## config.mk

```make
export PLATFORM = sky130hd
export DESIGN_NAME = oport_uart_tx
export DESIGN_NICKNAME = d
export VERILOG_FILES = /design/src/rtl/oport_uart_tx.sv
export SDC_FILE = /design/constraint.sdc
export NUM_CORES = 1
export LEC_CHECK = 0
export CELL_PAD_IN_SITES_DETAIL_PLACEMENT = 2
export CELL_PAD_IN_SITES_GLOBAL_PLACEMENT = 2
export CORE_MARGIN = 5
export CORE_UTILIZATION = 38
export CTS_CLUSTER_SIZE = 28
export DETAILED_ROUTE_END_ITERATION = 6
export GPL_ROUTABILITY_DRIVEN = 0
export PLACE_DENSITY_LB_ADDON = 0.1
export SYNTH_ARGS = -nofsm -noshare
export SYNTH_HDL_FRONTEND = slang
export SYNTH_SLANG_ARGS = --single-unit
```

## constraint.sdc

```tcl
create_clock -name clk -period 2.19 [get_ports clk]
set_clock_uncertainty 0.2 [all_clocks]
set_input_delay 0.3285 -clock clk [delete_from_list [all_inputs] [get_ports clk]]
set_output_delay 0.3285 -clock clk [all_outputs]
set_load 0.005 [all_outputs]
```

## src/rtl/oport_uart_tx.sv

```systemverilog
// 8N1 UART transmitter fed by a small byte FIFO; stall backpressures the CPU when full.
// The FIFO status outputs are registered copies of the internal occupancy counter.
module oport_uart_tx #(
  parameter int CLKS_PER_BIT = 16,
  parameter int FIFO_DEPTH   = 4,
  parameter int CW           = 3
) (
  input  logic          clk,
  input  logic          reset,
  input  logic          wr_en,
  input  logic [7:0]    wr_data,
  input  logic          ovf_clr,
  output logic          tx,
  output logic          busy,
  output logic          stall,
  output logic          empty,
  output logic [CW-1:0] count,
  output logic          overflow
);
  localparam int PW = $clog2(FIFO_DEPTH);
  localparam int BW = $clog2(CLKS_PER_BIT);
  localparam logic [CW-1:0] FULL_CNT  = CW'(FIFO_DEPTH);
  localparam logic [BW-1:0] BAUD_LAST = BW'(CLKS_PER_BIT - 1);

  typedef enum logic [1:0] {IDLE, START, DATA, STOP} state_e;

  state_e        state_q, state_d;
  logic [BW-1:0] baud_q, baud_d;
  logic [2:0]    bit_q, bit_d;
  logic [7:0]    sh_q, sh_d;
  logic [PW-1:0] wr_ptr_q, wr_ptr_d;
  logic [PW-1:0] rd_ptr_q, rd_ptr_d;
  logic [CW-1:0] cnt_q, cnt_d;
  logic [CW-1:0] count_q, count_d;
  logic          stall_q, stall_d;
  logic          empty_q, empty_d;
  logic          overflow_q, overflow_d;
  logic [7:0]    mem_q [FIFO_DEPTH];

  logic wr_acc;
  logic pop;
  logic baud_done;

  assign wr_acc    = wr_en && (cnt_q != FULL_CNT);
  assign baud_done = (baud_q == BAUD_LAST);

  // Control state: pointers, occupancy, flags and FSM.
  always_ff @(posedge clk or negedge reset) begin
    if (!reset) begin
      state_q    <= IDLE;
      baud_q     <= '0;
      bit_q      <= '0;
      wr_ptr_q   <= '0;
      rd_ptr_q   <= '0;
      cnt_q      <= '0;
      count_q    <= '0;
      stall_q    <= 1'b0;
      empty_q    <= 1'b1;
      overflow_q <= 1'b0;
    end else begin
      state_q    <= state_d;
      baud_q     <= baud_d;
      bit_q      <= bit_d;
      wr_ptr_q   <= wr_ptr_d;
      rd_ptr_q   <= rd_ptr_d;
      cnt_q      <= cnt_d;
      count_q    <= count_d;
      stall_q    <= stall_d;
      empty_q    <= empty_d;
      overflow_q <= overflow_d;
    end
  end

  // Data storage carries no reset; it is only observed after a valid load.
  always_ff @(posedge clk) begin
    sh_q <= sh_d;
    if (wr_acc) mem_q[wr_ptr_q] <= wr_data;
  end

  always_comb begin
    state_d = state_q;
    pop     = 1'b0;
    case (state_q)
      IDLE: begin
        if (!empty_q) begin
          pop     = 1'b1;
          state_d = START;
        end
      end
      START: if (baud_done) state_d = DATA;
      DATA:  if (baud_done && bit_q == 3'd7) state_d = STOP;
      STOP: begin
        if (baud_done) begin
          if (!empty_q) begin
            pop     = 1'b1;
            state_d = START;
          end else begin
            state_d = IDLE;
          end
        end
      end
      default: state_d = IDLE;
    endcase
  end

  always_comb begin
    baud_d = baud_q + 1'b1;
    if (state_q == IDLE || state_d != state_q || baud_done) baud_d = '0;

    bit_d = bit_q;
    if (state_q != DATA) bit_d = '0;
    else if (baud_done)  bit_d = bit_q + 3'd1;

    sh_d = sh_q;
    if (pop)                              sh_d = mem_q[rd_ptr_q];
    else if (state_q == DATA && baud_done) sh_d = {1'b0, sh_q[7:1]};

    wr_ptr_d = wr_acc ? wr_ptr_q + 1'b1 : wr_ptr_q;
    rd_ptr_d = pop    ? rd_ptr_q + 1'b1 : rd_ptr_q;

    cnt_d = cnt_q;
    case ({wr_acc, pop})
      2'b10:   cnt_d = cnt_q + CW'(1);
      2'b01:   cnt_d = cnt_q - CW'(1);
      default: cnt_d = cnt_q;
    endcase

    // A rejected write sets the flag even when a clear arrives in the same cycle.
    overflow_d = overflow_q;
    if (wr_en && !wr_acc) overflow_d = 1'b1;
    else if (ovf_clr)     overflow_d = 1'b0;

    count_d = cnt_q;
    stall_d = (cnt_q == FULL_CNT);
    empty_d = (cnt_q == '0);
  end

  always_comb begin
    tx = 1'b1;
    case (state_q)
      START:   tx = 1'b0;
      DATA:    tx = sh_q[0];
      default: tx = 1'b1;
    endcase
    busy = (state_q != IDLE);
  end

  assign stall    = stall_q;
  assign empty    = empty_q;
  assign count    = count_q;
  assign overflow = overflow_q;

endmodule

```

==> summary.txt <==
STA
  • Worst Hold Slack: 0.147 ns
  • Endpoints failing hold: 0
  • Max-slew violations: 0
  • # setup viols final: 1
  • Fmax achieved: 452 MHz
  • Worst Setup Slack, final: -0.0224 ns
  • Period minus WS final: 2.21 ns
  • RSZ-0062 raised after global routing: true
  • Slew Limit Headroom: 67.9%
  • Period utilization: 101%
  • Worst slew pin tran: 0.479 ns
  • Setup TNS: -0.0224 ns

Final layout
  • # diodes: 0
  • Design Area, Final: 3340 µm²
  • Final instance count without filler cells: 312
  • Register area: 1750 µm²
  • Synth-to-layout area growth: 25.8%
  • Layout cells sized above 1: 27.8%
  • Final nets: 238
  • Fillers: 632
  • Multi-input combinational cell area: 881 µm²

Routing
  • ANT nets after route: 0
  • Final WL: 5.91 mm
  • Routed len/inst: 18.9 µm
  • Via count: 1,555
  • Initial drt markers: 53
  • Residual DRC count: 0
  • DR pass1 iterations: 4
  • Via/cell ratio: 4.98

Logic synthesis
  • Seq/Total Area, Yosys: 66.1%
  • Synth cell count leaders: edfxtp_1, dfrtp_1, ha_1, inv_1, nand2_1
  • Post-synth ARST share: 35.5%
  • Most frequent cell after synthesis: edfxtp_1
  • Synthesis-stage register bit count: 62
  • Synth top area share: 45.3%
  • Synthesized area: 2650 µm²
  • Yosys top cell by area: edfxtp_1
  • Post-Synthesis Cells: 166
  • EDFF count, synth: 40
  • Synth Net Count: 192
  • Primary FF master, synth: edfxtp_1
  • Synth warn: 0
  • Largest cells by area after synthesis: edfxtp_1, dfrtp_1, ha_1
  • Avg Cell Area, Syn: 16.0 µm²
  • Count of cell types in the netlist: 37

Setup path
  • Worst r2r src: state_q[1]
  • CP endpoint kind: flip-flop
  • Largest fanout on the critical path: 4
  • Worst Path Arrival: 2.27 ns
  • RR Endpoint: cnt_q[2]
  • Startpoint Class: flip-flop
  • Worst r2r path cells: 11
  • Worst Path Required: 2.24 ns
  • Critical setup path kind: flip-flop to flip-flop
  • R2R setup slack: -0.02 ns

Die
  • Height of the die: 93.6 µm
  • # IOs: 20
  • Initial core utilization: 39.0%
  • Die W: 93.6 µm
  • Row Count: 30
  • Core area: 6790 µm²
  • Die ar.: 8750 µm²

Run
  • Max-Cap Viols: 0

CTS
  • Clk buf depth: 2
  • CTS tree: done
  • Clock transition at path regs: 0.07 ns
  • H-Tree Depth: 3
  • Root buffer cell: clkbuf_8
  • # clock sinks: 62
  • Clock latency on the worst-skew pair: 0.33 ns
  • CTS Buf Count: 9
  • Hold buffer count at CTS: 0

Global routing
  • Largest net degree at the start of global routing: 23
  • Initial antenna violation count: 0
  • Total grt overflow: 0
  • First-pass GRT wire length: 9.63 mm
  • Gr usage total: 15.2%
  • Number of global-route vias before repair: 1,840

Run status
  • Run status: finished with violations
  • Failing checks: negative setup slack

Placement
  • Port Buffer Count: 19
  • Post-DP Area: 3150 µm²
  • Placed cells: 293
  • Dpl hpwl: 4.31 mm

Pwr
  • Power per cell area: 909 nW/µm²
  • Leak: 0.00132 µW
  • VDD IR max: 0.462 mV
  • Pwr Total: 3030 µW

Worst hold path
  • Worst hold-check path type: primary input to asynchronous set/reset pin
-- worst max-delay path, cell delays in order, from the launching register on --
cell     delay, ns
dfrtp_2       0.44
inv_2         0.10
ha_4          0.21
nor2_4        0.10
nand2_4       0.07
inv_4         0.06
ha_4          0.13
inv_2         0.04
fa_2          0.32
xor2_1        0.15
nor2_1        0.13
xor2_1        0.17
-- worst max-delay path by stage --
stage                from  endpoint  slack [ns]
2_1_floorplan  state_q[0]  cnt_q[2]        0.02
3_3_place_gp        wr_en  cnt_q[2]        0.02
3_5_place_dp        wr_en  cnt_q[2]       -0.12
4_1_cts        state_q[1]  cnt_q[2]       -0.06
5_1_grt        state_q[1]  cnt_q[2]       -0.11
6_report       state_q[1]  cnt_q[2]       -0.02
-- registers in the layout, indices dropped and copies added, names as in the netlist --
signal    flops
mem_q        32
sh_q          8
baud_q        4
bit_q         3
cnt_q         3
count         3
rd_ptr_q      2
state_q       2
wr_ptr_q      2
empty         1
overflow      1
stall         1
-- through the flow --
| stage | util [%] | setup WS (ns) |
|---|---|---|
| finish | 49.1 | -0.0224 |
| detailed placement | 46.4 | -0.122 |
| global route | 49.1 | -0.106 |
| global placement | 46.4 | 0.0219 |
| floorplan | - | 0.0171 |
| CTS | 49.0 | -0.0635 |
-- layout by cell type (no fill, tap or decap), drive strengths merged --
| master | netlist | final |
|---|---|---|
| nand2 | 11 | 11 |
| fa | 1 | 1 |
| a41oi | 1 | 1 |
| nand3 | 3 | 3 |
| nor4b | 1 | 1 |
| nand3b | 2 | 2 |
| clkdlybuf4s15 | 0 | 1 |
| mux4 | 8 | 8 |
| nor2b | 1 | 1 |
| clkbuf | 1 | 9 |
| xor2 | 3 | 3 |
| and2 | 5 | 5 |
| nand4 | 1 | 1 |
| nor3b | 1 | 1 |
| mux2 | 8 | 8 |
| nor4 | 3 | 3 |
| a221oi | 1 | 1 |
| dfrtp | 21 | 21 |
| xnor2 | 6 | 6 |
| o22ai | 1 | 1 |
| and3 | 2 | 2 |
| nor3 | 2 | 2 |
| dfstp | 1 | 1 |
| o21ai | 4 | 4 |
| edfxtp | 40 | 40 |
| o211a | 1 | 1 |
| or3b | 1 | 1 |
| nor2 | 5 | 5 |
| buf | 2 | 19 |
| a41o | 1 | 1 |
| a2111oi | 1 | 1 |
| clkdlybuf4s50 | 0 | 18 |
| inv | 11 | 11 |
| a21o | 1 | 1 |
| ha | 13 | 13 |
| a21boi | 2 | 2 |
| clkinv | 0 | 6 |
-- power by group --
| group | switching (µW) | total (µW) | internal, µW |
|---|---|---|---|
| logic | 275 | 617 | 342 |
| clock network | 428 | 818 | 390 |
| registers | 112 | 1600 | 1490 |
-- logic make-up after synthesis --
group / count (synthesis) / share of synthesized area (%)
muxes: 16 / 10.3
buffers and inverters: 14 / 2.31
DFF: 62 / 66.1
xor gates and xnor gates: 9 / 2.97
adders and majority gates: 14 / 6.89
and+or+nand+nor: 38 / 7.83
AOI/OAI and AO/OA: 13 / 3.59
-- final cells by class --
cell class,instances,share of cell area (%)
Tap cell,96,3.60
Clock buffer,9,3.71
Multi-Input combinational cell,90,26.4
Inverter,11,1.31
Sequential cell,62,52.6
Timing Repair Buffer,38,11.5
Clock inverter,6,0.900
-- layer usage --
layer | global-route usage, % | vias up | part of all wire (%)
met5 | 0 | - | 0
met4 | 7.22 | 0 | 2.1
met2 | 26.4 | 19 | 54
met3 | 3.46 | 10 | 2.6
met1 | 17.6 | 818 | 41
li1 | - | 708 | -
-- what timing repair did --
item,4_1_cts,5_1_grt
setup buffers,3,1
resized for setup,3,2
endpoints found under the setup margin,2,3
pin swaps,3,4
Note: power is estimated with default switching activity, not from simulation.
